`src/rtl/cdc_handshake_tx_if.sv`:
```
// Local valid/ready source port and remote req/ack pair of the CDC transmitter.
// "master" is the transmitter side, "slave" is the source/receiver environment.
interface cdc_handshake_tx_if #(
    parameter int DATA_W = 8
);
    logic [DATA_W-1:0] s_data;
    logic              s_valid;
    logic              s_ready;
    logic [DATA_W-1:0] tx_data;
    logic              tx_req;
    logic              ack_in;
    logic              busy;
    logic              done;
    logic              timeout_err;

    modport master (
        input  s_data, s_valid, ack_in,
        output s_ready, tx_data, tx_req, busy, done, timeout_err
    );

    modport slave (
        output s_data, s_valid, ack_in,
        input  s_ready, tx_data, tx_req, busy, done, timeout_err
    );
endinterface

```
`src/rtl/cdc_handshake_tx.sv`:
```
// Source side of a 4-phase req/ack crossing: latches a word, raises tx_req and
// waits for the synchronized ack to rise and fall before taking the next word.
module cdc_handshake_tx #(
    parameter int DATA_W      = 8,
    parameter int SYNC_STAGES = 2,
    parameter int TIMEOUT     = 1023
) (
    input  logic                  clk,
    input  logic                  rst_n,
    cdc_handshake_tx_if.master    bus
);
    localparam int CNT_W = (TIMEOUT > 0) ? $clog2(TIMEOUT + 1) : 1;
    localparam logic [CNT_W-1:0] CNT_LAST = CNT_W'((TIMEOUT > 0) ? TIMEOUT - 1 : 0);

    typedef enum logic [1:0] {IDLE, REQ, ACK_WAIT} state_t;

    state_t            state, state_nxt;
    (* ASYNC_REG = "TRUE" *) logic [SYNC_STAGES-1:0] ack_sync;
    logic              ack_s, ack_s_nxt;
    logic [CNT_W-1:0]  cnt, cnt_nxt;
    logic [DATA_W-1:0] tx_data_q, tx_data_nxt;
    logic              tx_req_q, tx_req_nxt;
    logic              s_ready_q, s_ready_nxt;
    logic              done_q, done_nxt;
    logic              err_q, err_nxt;
    logic              aborted, aborted_nxt;
    logic              accept;

    // ack_s_nxt is what the last sync stage will hold after this edge, so
    // s_ready can be registered without a cycle of stale readiness.
    assign ack_s     = ack_sync[SYNC_STAGES-1];
    assign ack_s_nxt = ack_sync[SYNC_STAGES-2];
    assign accept    = bus.s_valid && s_ready_q;

    always_ff @(posedge clk or negedge rst_n) begin
        if (!rst_n) begin
            ack_sync  <= '0;
            state     <= IDLE;
            cnt       <= '0;
            tx_data_q <= '0;
            tx_req_q  <= 1'b0;
            s_ready_q <= 1'b0;
            done_q    <= 1'b0;
            err_q     <= 1'b0;
            aborted   <= 1'b0;
        end else begin
            ack_sync  <= {ack_sync[SYNC_STAGES-2:0], bus.ack_in};
            state     <= state_nxt;
            cnt       <= cnt_nxt;
            tx_data_q <= tx_data_nxt;
            tx_req_q  <= tx_req_nxt;
            s_ready_q <= s_ready_nxt;
            done_q    <= done_nxt;
            err_q     <= err_nxt;
            aborted   <= aborted_nxt;
        end
    end

    always_comb begin
        state_nxt   = state;
        cnt_nxt     = cnt;
        tx_data_nxt = tx_data_q;
        tx_req_nxt  = tx_req_q;
        done_nxt    = 1'b0;
        err_nxt     = err_q;
        aborted_nxt = aborted;
        case (state)
            IDLE: begin
                if (accept) begin
                    state_nxt   = REQ;
                    tx_data_nxt = bus.s_data;
                    tx_req_nxt  = 1'b1;
                    cnt_nxt     = '0;
                    aborted_nxt = 1'b0;
                end
            end
            REQ: begin
                // A real ack on the timeout edge wins: the transfer completed.
                if (ack_s) begin
                    state_nxt  = ACK_WAIT;
                    tx_req_nxt = 1'b0;
                end else if ((TIMEOUT != 0) && (cnt == CNT_LAST)) begin
                    state_nxt   = ACK_WAIT;
                    tx_req_nxt  = 1'b0;
                    err_nxt     = 1'b1;
                    aborted_nxt = 1'b1;
                end else if (cnt != '1) begin
                    cnt_nxt = cnt + 1'b1;
                end
            end
            ACK_WAIT: begin
                if (!ack_s) begin
                    state_nxt = IDLE;
                    done_nxt  = !aborted;
                end
            end
            default: begin
                state_nxt  = IDLE;
                tx_req_nxt = 1'b0;
            end
        endcase
        s_ready_nxt = (state_nxt == IDLE) && !ack_s_nxt;
    end

    assign bus.s_ready     = s_ready_q;
    assign bus.tx_data     = tx_data_q;
    assign bus.tx_req      = tx_req_q;
    assign bus.busy        = (state != IDLE);
    assign bus.done        = done_q;
    assign bus.timeout_err = err_q;
endmodule

```
`src/flat_wrapper.sv`:
```
// flat-port wrapper written by rule: the top's interface ports become plain ports
module cdc_handshake_tx_flat 
#(
    parameter int DATA_W      = 8,
    parameter int SYNC_STAGES = 2,
    parameter int TIMEOUT     = 1023
)
  (clk, rst_n, bus_s_data, bus_s_valid, bus_ack_in, bus_s_ready, bus_tx_data, bus_tx_req, bus_busy, bus_done, bus_timeout_err);
  cdc_handshake_tx_if #(.DATA_W(DATA_W)) bus_i ();
  input  logic clk;
  input  logic rst_n;
  input wire logic [$bits(bus_i.s_data)-1:0] bus_s_data;
  input wire logic [$bits(bus_i.s_valid)-1:0] bus_s_valid;
  input wire logic [$bits(bus_i.ack_in)-1:0] bus_ack_in;
  output wire logic [$bits(bus_i.s_ready)-1:0] bus_s_ready;
  output wire logic [$bits(bus_i.tx_data)-1:0] bus_tx_data;
  output wire logic [$bits(bus_i.tx_req)-1:0] bus_tx_req;
  output wire logic [$bits(bus_i.busy)-1:0] bus_busy;
  output wire logic [$bits(bus_i.done)-1:0] bus_done;
  output wire logic [$bits(bus_i.timeout_err)-1:0] bus_timeout_err;
  assign bus_i.s_data = bus_s_data;
  assign bus_i.s_valid = bus_s_valid;
  assign bus_i.ack_in = bus_ack_in;
  assign bus_s_ready = bus_i.s_ready;
  assign bus_tx_data = bus_i.tx_data;
  assign bus_tx_req = bus_i.tx_req;
  assign bus_busy = bus_i.busy;
  assign bus_done = bus_i.done;
  assign bus_timeout_err = bus_i.timeout_err;
  cdc_handshake_tx #(.DATA_W(DATA_W), .SYNC_STAGES(SYNC_STAGES), .TIMEOUT(TIMEOUT)) u_core (.clk(clk), .rst_n(rst_n), .bus(bus_i));
endmodule
```
`config.mk`:
```
export PLATFORM = sky130hd
export DESIGN_NAME = cdc_handshake_tx_flat
export DESIGN_NICKNAME = d
export VERILOG_FILES = /design/src/rtl/cdc_handshake_tx_if.sv /design/src/rtl/cdc_handshake_tx.sv /design/src/flat_wrapper.sv
export SDC_FILE = /design/constraint.sdc
export NUM_CORES = 1
export LEC_CHECK = 0
export ABC_CLOCK_PERIOD_IN_PS = 4900
export CAP_MARGIN = 20
export CORE_AREA = 2 2 59 61
export DETAILED_ROUTE_END_ITERATION = 6
export DIE_AREA = 0 0 61 63
export PLACE_DENSITY = 0.61
export SYNTH_ARGS = -nofsm -noshare
export SYNTH_HDL_FRONTEND = slang
export SYNTH_SLANG_ARGS = --single-unit
```
`constraint.sdc`:
```
create_clock -name clk -period 4.9 [get_ports clk]
set_clock_uncertainty 0.1 [all_clocks]
set_input_delay 0.735 -clock clk [delete_from_list [all_inputs] [get_ports clk]]
set_output_delay 0.735 -clock clk [all_outputs]
set_load 0.02 [all_outputs]
```
## After elaboration in Yosys (flattened, before gate mapping)

Cells that the tools add are included.

- Register bits after elaboration: 27

- Add/sub/neg operators: 1
- Bitwise logic cells: 2
- Equality and inequality tests: 10
- Reductions and logical operators: 13
- Muxes and demuxes: 20

Operators by type and width:

| cell | number |
|---|---|
| $mux 10 | 4 |
| $pmux 10 s2 | 1 |
| $add 10x1->10 const B | 1 |
| $eq 10x10->1 const B | 1 |
| $ne 10x10->1 const B | 1 |
| $mux 1 | 8 |
| $mux 2 | 4 |
| $ne 2x1->1 const B | 3 |
| $pmux 2 s3 | 1 |
| $reduce_and 3->1 | 2 |
| $reduce_and 5->1 | 1 |
| $logic_not 2->1 | 2 |
| $ne 2x2->1 const B | 2 |
| $reduce_and 4->1 | 1 |
| $reduce_bool 2->1 | 2 |
| $ne 3x1->1 const B | 1 |
| $pmux 1 s3 | 1 |
| $eq 2x1->1 const B | 1 |
| $eq 2x2->1 const B | 1 |
| $logic_and 1x1->1 | 2 |
| $logic_not 1->1 | 2 |
| $not 1->1 | 2 |
| $pmux 1 s2 | 1 |
| $reduce_and 2->1 | 1 |

## Logic depth before layout (Yosys ltp)

- Word-level depth: 6
- Gate-level depth with buffers: 6
- Gate-level depth less buffers: 6

## Least setup slack after synthesis

OpenSTA, ideal clock, no wires.

- Path type: input -> register
- From: input port bus_s_valid
- To: register u_core.cnt[6]
- Required time: 4.722 ns
- Arrival time: 1.841 ns
- Cell stages on the path: 5
- Buffers on the path: 1
- Path slack: 2.881 ns
- Cells stage by stage: and4bb_2 > buf_4 > o211ai_1 > or4_1 > a21oi_1

- Word-level cells in the longest chain between the ends: 3

Ends and longest elaborated chain:

| what | line | RTL |
|---|---|---|
| start: declaration | flat_wrapper.sv:13 | `input wire logic [$bits(bus_i.s_valid)-1:0] bus_s_valid;` |
| $logic_and 1x1->1 | cdc_handshake_tx.sv:33 | `assign accept = bus.s_valid && s_ready_q;` |
| $ne 2x1->1 (no line) | n/a |  |
| $reduce_and 5->1 (no line) | n/a |  |
| end signal: assignment | cdc_handshake_tx.sv:49 | `cnt <= cnt_nxt;` |
| end: declaration | cdc_handshake_tx.sv:20 | `logic [CNT_W-1:0] cnt, cnt_nxt;` |

No other way between the ends.
A chain may end at the register's enable or synchronous reset.

## Worst setup path after layout

- From: input port bus_s_valid
- To: register u_core.cnt[9]

The elaborated chain is that of the path after synthesis.

==> flow_metrics.py <==
metrics = {
    "sta": {
        "min_period_ns": 2.593,
        "fmax_ghz": 0.3857,
        "setup_violations": 0,
        "fin_setup_tns_ns": 0,
        "finalHoldViolations": 0,
        "fin_crit_sh_pct": 52.91,
        "rsz0062_at_grt": "false",
        "tightest_slew_ns": 0.6626,
        "drv_slew": 0,
        "timing.slew.headroom_pct": 55.46,
    },
    "clocking": {
        "cts_buffer_depth": 2,
        "cts-root-buf": "clkbuf_4",
        "hold_buffers": 0,
        "cts-buffers-inserted": 3,
        "cts_resized": 0,
        "post_cts_buffers": 0,
        "cts_tree": "done",
        "clk_pin_slew_ns": 0.14,
        "cts.sinks": 27,
        "clk_latency_ns": 0.31,
        "cts_htree_levels": 1,
    },
    "die": {
        "dieHeight_um": 63,
        "die_x_um": 61,
        "dieArea_mm2": 0.003843,
        "ios": 25,
        "core_mm2": 0.003232,
        "initial_utilization_pct": 38.37,
        "row_count": 21,
    },
    "global_routing": {
        "grt_pass1_wl_um": 4326,
        "grt_overflow": 0,
        "antenna_found_initial": 0,
        "grt_pass1_vias": 1013,
        "track_usage_pct": 14.46,
        "grt_max_degree": 28,
    },
    "critical_path": {
        "critical_path_class": "input pin to flop",
        "cpPeakStageDelay_ns": 0.53,
        "cp_slowest_cell": "and4bb_2",
        "end_kind": "flop",
        "r2r_setup_slack_ns": 2.67,
        "arrival_ns": 2.74,
        "crit_path_start_kind": "input pin",
        "timing.critical_path.cells": "clkdlybuf4s50_1 > and4bb_2 > o2111ai_1 > or4_1 > a21oi_1",
        "timing.rr.end": "u_core.cnt[9]$_DFFE_PN0P_",
        "critPathMaxFanout": 20,
        "timing.rr.start": "u_core.state[1]$_DFF_PN0_",
        "cp.required_ns": 5.05,
        "rr_worst_depth": 4,
    },
    "synth": {
        "synth_edf_count": 0,
        "synth_seq_area_share_pct": 54.49,
        "yosysUniqueCellTypes": 30,
        "yosysWarnings": 0,
        "synth_most_common_cell": "nand2_1",
        "syn-num-nets": 143,
        "async_reset_ff_share_pct": 100.0,
        "netlist_area_mm2": 0.001240,
        "synthFlopType": "dfrtp_1",
        "synth.ff_latch_count": 27,
        "yosys.area.top_type": "dfrtp_1",
        "syn_inst": 129,
        "synth_top_area_share_pct": 54.49,
        "synth_commonest_cells": "30 x nand2_1, 27 x dfrtp_1, 9 x o21ai_0, 8 x a21oi_1",
        "synth_area_leaders": "dfrtp_1 54%, nand2_1 9.1%, o21ai_0 3.6%",
        "avgSynthCellArea_um2": 9.612,
    },
    "detailed_routing": {
        "wire_per_inst_um": 11.78,
        "vias": 1036,
        "drtAntennaViolNets": 0,
        "drc_errors": 0,
        "drt-total-wl_um": 2368,
        "via_per_inst": 5.154,
        "firstDrtPassIters": 4,
        "drt_iter0_drc": 49,
    },
    "cells_and_area": {
        "area_growth_pct": 25.63,
        "nets": 170,
        "layout-drive-gt1-share_pct": 6.452,
        "diodes": 0,
        "instances_no_fill": 201,
        "fill_cells": 314,
    },
    "run": {
        "maxCapViolCount": 0,
    },
    "placed_design": {
        "place_inst": 197,
        "portBuffers": 24,
        "dpl.hpwl_um": 1725,
        "gp_congestion": 0.7997,
    },
    "power": {
        "leakagePower_nw": 0.6596,
        "vdd_ir_drop_max_uv": 162.3,
        "cellPowerDensity_mw_per_mm2": 463.7,
    },
    "run_status": {
        "status": "finished clean",
    },
    "worst_hold_path": {
        "hold_class": "flop to flop",
        "min_to": "u_core.ack_sync[1]$_DFF_PN0_",
        "min_path_cells": 0,
        "hp-start": "u_core.ack_sync[0]$_DFF_PN0_",
    },
}
==> per-stage QoR <==
step	power [mW]	cell area, um2	utilization (%)	worst slack [ns]	hold WS (ns)
after floorplan	0.5049	1240	-	2.881	0.2544
after global placement	0.6346	1530	47.35	2.031	0.2627
after detailed placement	0.6398	1530	47.35	1.967	0.2645
after CTS	0.7331	1558	48.20	2.311	0.2966
final	0.7224	1558	48.20	2.307	0.2922
after global routing	0.7885	1558	48.20	2.104	0.3241
==> logic make-up (layout without fill, tap and decap cells) <==
family                     after synthesis  in the layout  share of synthesized area (%)
AOI/OAI and AO/OA                       31             31                          15.44
adders and majority gates                2              2                          2.018
and+or+nand+nor                         60             60                          25.03
DFF                                     27             27                          54.49
buffers and inverters                    9             35                          3.028
==> how the worst max path moves through the flow <==
| stage | from | endpoint | slack (ns) | cells past startpoint |
|---|---|---|---|---|
| after floorplan | bus_s_valid | u_core.cnt[6]$_DFFE_PN0P_ | 2.88 | 5 |
| after global placement | bus_s_valid | u_core.cnt[9]$_DFFE_PN0P_ | 2.03 | 5 |
| after detailed placement | bus_s_valid | u_core.cnt[9]$_DFFE_PN0P_ | 1.97 | 5 |
| after CTS | bus_s_valid | u_core.cnt[9]$_DFFE_PN0P_ | 2.31 | 5 |
| after global routing | bus_s_valid | u_core.cnt[9]$_DFFE_PN0P_ | 2.10 | 5 |
| final | bus_s_valid | u_core.cnt[9]$_DFFE_PN0P_ | 2.31 | 5 |
==> final cells by class <==
type,count,area [um2],share of cell area (%)
Sequential cell,27,675.6,43.37
Multi-Input combinational cell,93,526.8,33.82
Timing Repair Buffer,25,247.7,15.90
Tap cell,46,57.56,3.695
Clock buffer,3,22.52,1.446
Inverter,6,22.52,1.446
Clock inverter,1,5.005,0.3213
==> cell usage in the layout, fill, tap and decap left out, drive strengths merged, types with 2 or more instances in the layout <==
cell type and count:
nand3 4, clkbuf 3, or3 2, nor3 5
or4 4, o211ai 2, o21ai 9, o31ai 6
nor4 2, nand2 30, a21oi 8, nor2 5
ha 2, clkdlybuf4s50 24, inv 6, dfrtp 27
nand4 2
==> metal layers <==
layer / global-route usage [%] / part of all wire, % / vias up
met3: 2.899 / 5.2 / 2
met1: 18.68 / 46 / 493
met4: 3.533 / 0.80 / 0
met2: 24.33 / 48 / 26
li1: - / - / 515
met5: 0 / 0 / -
==> report_power, final <==
group / switching [mW] / total (mW) / internal, mW
registers: 0.0520 / 0.332 / 0.280
clock network: 0.0608 / 0.0912 / 0.0304
logic: 0.163 / 0.299 / 0.136
==> worst max-delay path: cells and delay by family <==
family | cells | cell delay [ns]
buffers and inverters | 1 | 0.52
AO/OA/AOI/OAI | 2 | 0.44
AND/OR/NAND/NOR | 2 | 1.05
==> flip-flops by register name, summed over array words and instances (netlist names) <==
register	count
u_core.aborted	1
u_core.state	2
u_core.cnt	10
u_core.bus.done	1
u_core.bus.tx_data	8
u_core.ack_sync	2
u_core.bus.timeout_err	1
u_core.bus.s_ready	1
u_core.bus.tx_req	1
(Power assumes the default switching activity.)
==> edit 1 (same flow settings) <==
Re-encode `state_t` (3 states) as one-hot, 3 bits wide.
--- a/src/rtl/cdc_handshake_tx.sv
+++ b/src/rtl/cdc_handshake_tx.sv
@@ -14,3 +14,3 @@
 
-    typedef enum logic [1:0] {IDLE, REQ, ACK_WAIT} state_t;
+    typedef enum logic [2:0] {IDLE = 3'b001, REQ = 3'b010, ACK_WAIT = 3'b100} state_t;
 
Behaviour: no difference found for any inputs over 10 cycles, from zero or initial values and one cycle with rst_n low; not proved beyond that.
==> edit 1 against the unedited design <==
Sequential cell count up 1; fmax down 4.6%; synthesized area up 10%; critical path depth down 2; setup slack worse by 0.12 ns; via count up 9.2%; cell area up 9.2%; register-to-register slack better by 0.10 ns; sequential share of layout area down 2.1 points; clock power up 68%; routed wire length up 20%; power down 19%; largest cell class unchanged; largest power group unchanged.
==> edit 1: results (changes against the unedited design) <==
* Outcome: complete, no violations
* Post-Place Setup Slack at 2.29 ns (+0.318 ns)
* Internal cell power at 0.415 mW (-7.0%)
* 1st-pass router iterations at 4 (unchanged)
* Tmin final at 2.72 ns (+0.125 ns)
* WHS at 0.306 ns (+0.0139 ns)
* Met2 routed WL at 1.37 mm (+20%)
* Met2 global-route usage at 27.7% (+3.4 points)
* Sequential share of the synthesized area at 51.5% (-3.0 points)
* Crit path capture: bus_busy
* Clock Power at 0.153 mW (+68%)
* Net Count, Synth at 160 (+12%)
* Leak pwr at 0.705 nW (+6.9%)
* # fillers at 307 (-2.2%)
* Pin count of the biggest net entering global routing at 29 (+3.6%)
* Post-route insts no fill at 216 (+7.5%)
* Fin nets at 185 (+8.8%)
* Total Routing Usage GR at 17.3% (+2.8 points)
* Flop2flop setup slack at 2.77 ns (+0.10 ns)
* Met3 WL at 95 um (-22%)
* Maximum vdd drop at 0.190 mV (+17%)
* Max FO, Critical Path at 9 (-55%)
* Slowest-stage cell, CP: dfstp_2
* DRT met1 WL at 1.37 mm (+27%)
* Clock slew at reported path FFs at 0.16 ns (+0.02 ns)
* HPWL after detailed placement at 2.02 mm (+17%)
* Synth top cells by count: nand2_1 (37), dfrtp_1 (27), o21ai_0 (8)
* Psw at 0.172 mW (-38%)
* Placed insts at 212 (+7.6%)
* Share of cells above drive strength 1 at 4.71% (-1.7 points)
* First-pass GRT wire length at 5.11 mm (+18%)
* Reg2reg end: u_core.cnt[5]$_DFFE_PN0P_
* Critical path's largest stage delay at 0.63 ns (+0.10 ns)
* Synth top area cells: dfrtp_1 (50%), nand2_1 (10%), o31ai_1 (3.3%)
* Met1 global-route usage at 23.5% (+4.8 points)
* Routing usage on met3 at 4.76% (+1.9 points)
* Total routed wirelength at 2.85 mm (+20%)
* Setup crit start: u_core.state[0]$_DFF_PN1_
* Measured slew at the worst slew-check pin at 0.537 ns (-0.125 ns)
* Iteration-0 DRC Markers at 97 (+98%)
* Combinational Power Share at 25.5% (-16 points)
* Synth Area per Inst at 9.34 um^2 (-2.8%)
* Vias at 1131 (+9.2%)
edit 1: changes by cell type after synthesis, sizes merged, moves of 2 or more:
cell,before,now
and2,0,4
mux2i,0,2
nand2,30,37
nand3b,0,2
nor3,5,3
nor4,2,5
o211ai,2,0
o21a,0,3
or3,2,0
or3b,0,2
edit 1: cell type report:
type | count | area [um^2] | share of cell area, %
sequential | 28 | 702 | 41.3
multi-input combinational | 108 | 622 | 36.6
timing repair buffer | 25 | 248 | 14.6
tap | 46 | 57.6 | 3.38
clock inverter | 1 | 30.0 | 1.77
clock buffer | 3 | 22.5 | 1.32
inverter | 5 | 18.8 | 1.10
edit 1: cells by family after synthesis:
logic type	after synthesis	share of synthesized area [%]
compound gates	28	12.9
mux	2	1.47
flops	28	51.5
simple gates	75	28.7
buf+inv	10	2.94
fa+ha+maj	2	1.83
xor+xnor	1	0.642
edit 1: critical path, delay by kind of cell, from the launching register on:
kind | cells | cell delay [ns]
buffers and inverters | 2 | 0.61
and+or+nand+nor | 1 | 0.31
DFF | 1 | 0.63
==> edit 2 (same flow settings) <==
Made on the original files. `TIMEOUT` is set to 1023 in 2 places; all go to 511.
--- a/src/rtl/cdc_handshake_tx.sv
+++ b/src/rtl/cdc_handshake_tx.sv
@@ -5,3 +5,3 @@
     parameter int SYNC_STAGES = 2,
-    parameter int TIMEOUT     = 1023
+    parameter int TIMEOUT     = 511
 ) (
--- a/src/flat_wrapper.sv
+++ b/src/flat_wrapper.sv
@@ -5,3 +5,3 @@
     parameter int SYNC_STAGES = 2,
-    parameter int TIMEOUT     = 1023
+    parameter int TIMEOUT     = 511
 )
Function: no difference found for any inputs over 10 cycles, from zero or initial values and one cycle with rst_n low; that may be too few to reach the edited logic, so the function may still have changed.
==> edit 2 against the unedited design <==
Setup slack better by 0.12 ns; via count is 5.0% lower; cell count is 4.5% lower; routed wire length is 4.7% higher; synthesized area is 4.0% lower; power is 6.0% higher; largest cell class unchanged; sequential cell count is 1 lower; cell area is 1.9% lower.
==> edit 2: results (changes against the unedited design) <==
* Pin count of the biggest net entering global routing at 27 (-3.6%)
* Clock Latency Late Sink at 0.33 ns (+0.02 ns)
* Crit path capture: u_core.cnt[3]$_DFFE_PN0P_
* Sequential share of the synthesized area at 54.7% (+0.19 points)
* Synth warnings at 0 (unchanged)
* Unique masters post-synth at 31 (+3.3%)
* Synth top cells by count: nand2_1 (28), dfrtp_1 (26), o21ai_0 (14)
* Vias in the first global route at 957 (-5.5%)
* Global route total overflow at 0 (unchanged)
* Net Count, Synth at 136 (-4.9%)
* Synth Area per Inst at 9.83 um^2 (+2.3%)
* RR Startpoint: u_core.cnt[0]$_DFFE_PN0P_
* Worst reg-to-reg path cell count at 8 (+4)
* Iteration-0 DRC Markers at 27 (-45%)
* Slowest-stage cell, CP: and4bb_1
* Internal cell power at 0.489 mW (+9.5%)
* 1st-pass router iterations at 4 (unchanged)
* Maximum vdd drop at 0.221 mV (+36%)
* Max Cap Viol at 0 (unchanged)
* Flop2flop setup slack at 2.54 ns (-0.13 ns)
* Total Routing Usage GR at 14.0% (-0.50 points)
* CTS Buffer Depth at 2 (unchanged)
* Placed insts at 188 (-4.6%)
* Largest register FFs at 9 (-1)
* Worst hold start: u_core.ack_sync[0]$_DFF_PN0_
* Fin nets at 162 (-4.7%)
* Routability cong. at 0.825 (+3.1%)
* First-pass GRT wire length at 4.12 mm (-4.8%)
* Clock Power at 0.150 mW (+64%)
* Max_slew headroom at 53.1% (-2.3 points)
* Initial antenna violation count at 0 (unchanged)
* Port Buffers at 24 (unchanged)
* Reg2reg end: u_core.cnt[7]$_DFFE_PN0P_
* Max FO, Critical Path at 20 (unchanged)
* Diodes inserted at 0 (unchanged)
* Vias at 984 (-5.0%)
* Leak pwr at 0.686 nW (+4.1%)
* HPWL after detailed placement at 1.71 mm (-0.75%)
* # fillers at 320 (+1.9%)
* Synth top area cells: dfrtp_1 (55%), nand2_1 (8.8%), o21ai_0 (5.9%)
* Share of cells above drive strength 1 at 5.48% (-0.97 points)
* Total routed wirelength at 2.48 mm (+4.7%)
* Crit path arrival time at 2.63 ns (-0.11 ns)
* Avg WL per Cell at 12.9 um (+9.6%)
* CTS root buf: clkbuf_4
* Seq pwr at 0.325 mW (-2%)
* Outcome: complete, no violations
* Clock slew at reported path FFs at roughly 0.15 ns
* Critical path's largest stage delay at 0.67 ns (+0.14 ns)
-- edit 2: per-stage QoR --
stage               setup WS [ns]  instance area [um^2]  power [mW]  utilization, %  hold WS, ns
finish                       2.43                  1530       0.766            47.3        0.305
global route                 2.29                  1530       0.819            47.3        0.327
CTS                          2.42                  1530       0.773            47.3        0.313
detailed placement           2.08                  1480       0.623            45.6        0.280
global placement             2.15                  1480       0.617            45.6        0.279
floorplan                    2.84                  1190       0.489               -        0.255
-- edit 2: area by class of cell --
type,count,share of cell area (%)
clock buffers,3,1.47
clock inverters,1,1.97
inverters,5,1.23
multi-input cells,86,32.8
flip-flops and latches,26,42.6
well taps,46,3.77
repair buffers,25,16.2
-- edit 2: routing by layer --
layer,global-route usage (%),routed length (um)
met1,17.7,1130
met5,0,0
met4,5.71,35
met2,22.3,1200
met3,3.31,112
-- edit 2: cells by family after synthesis --
kind of cell | synth area share [%]
flops | 54.7
simple gates | 24.2
compound gates | 13.9
fa+ha+maj | 3.15
mux | 0.841
buf+inv | 3.26
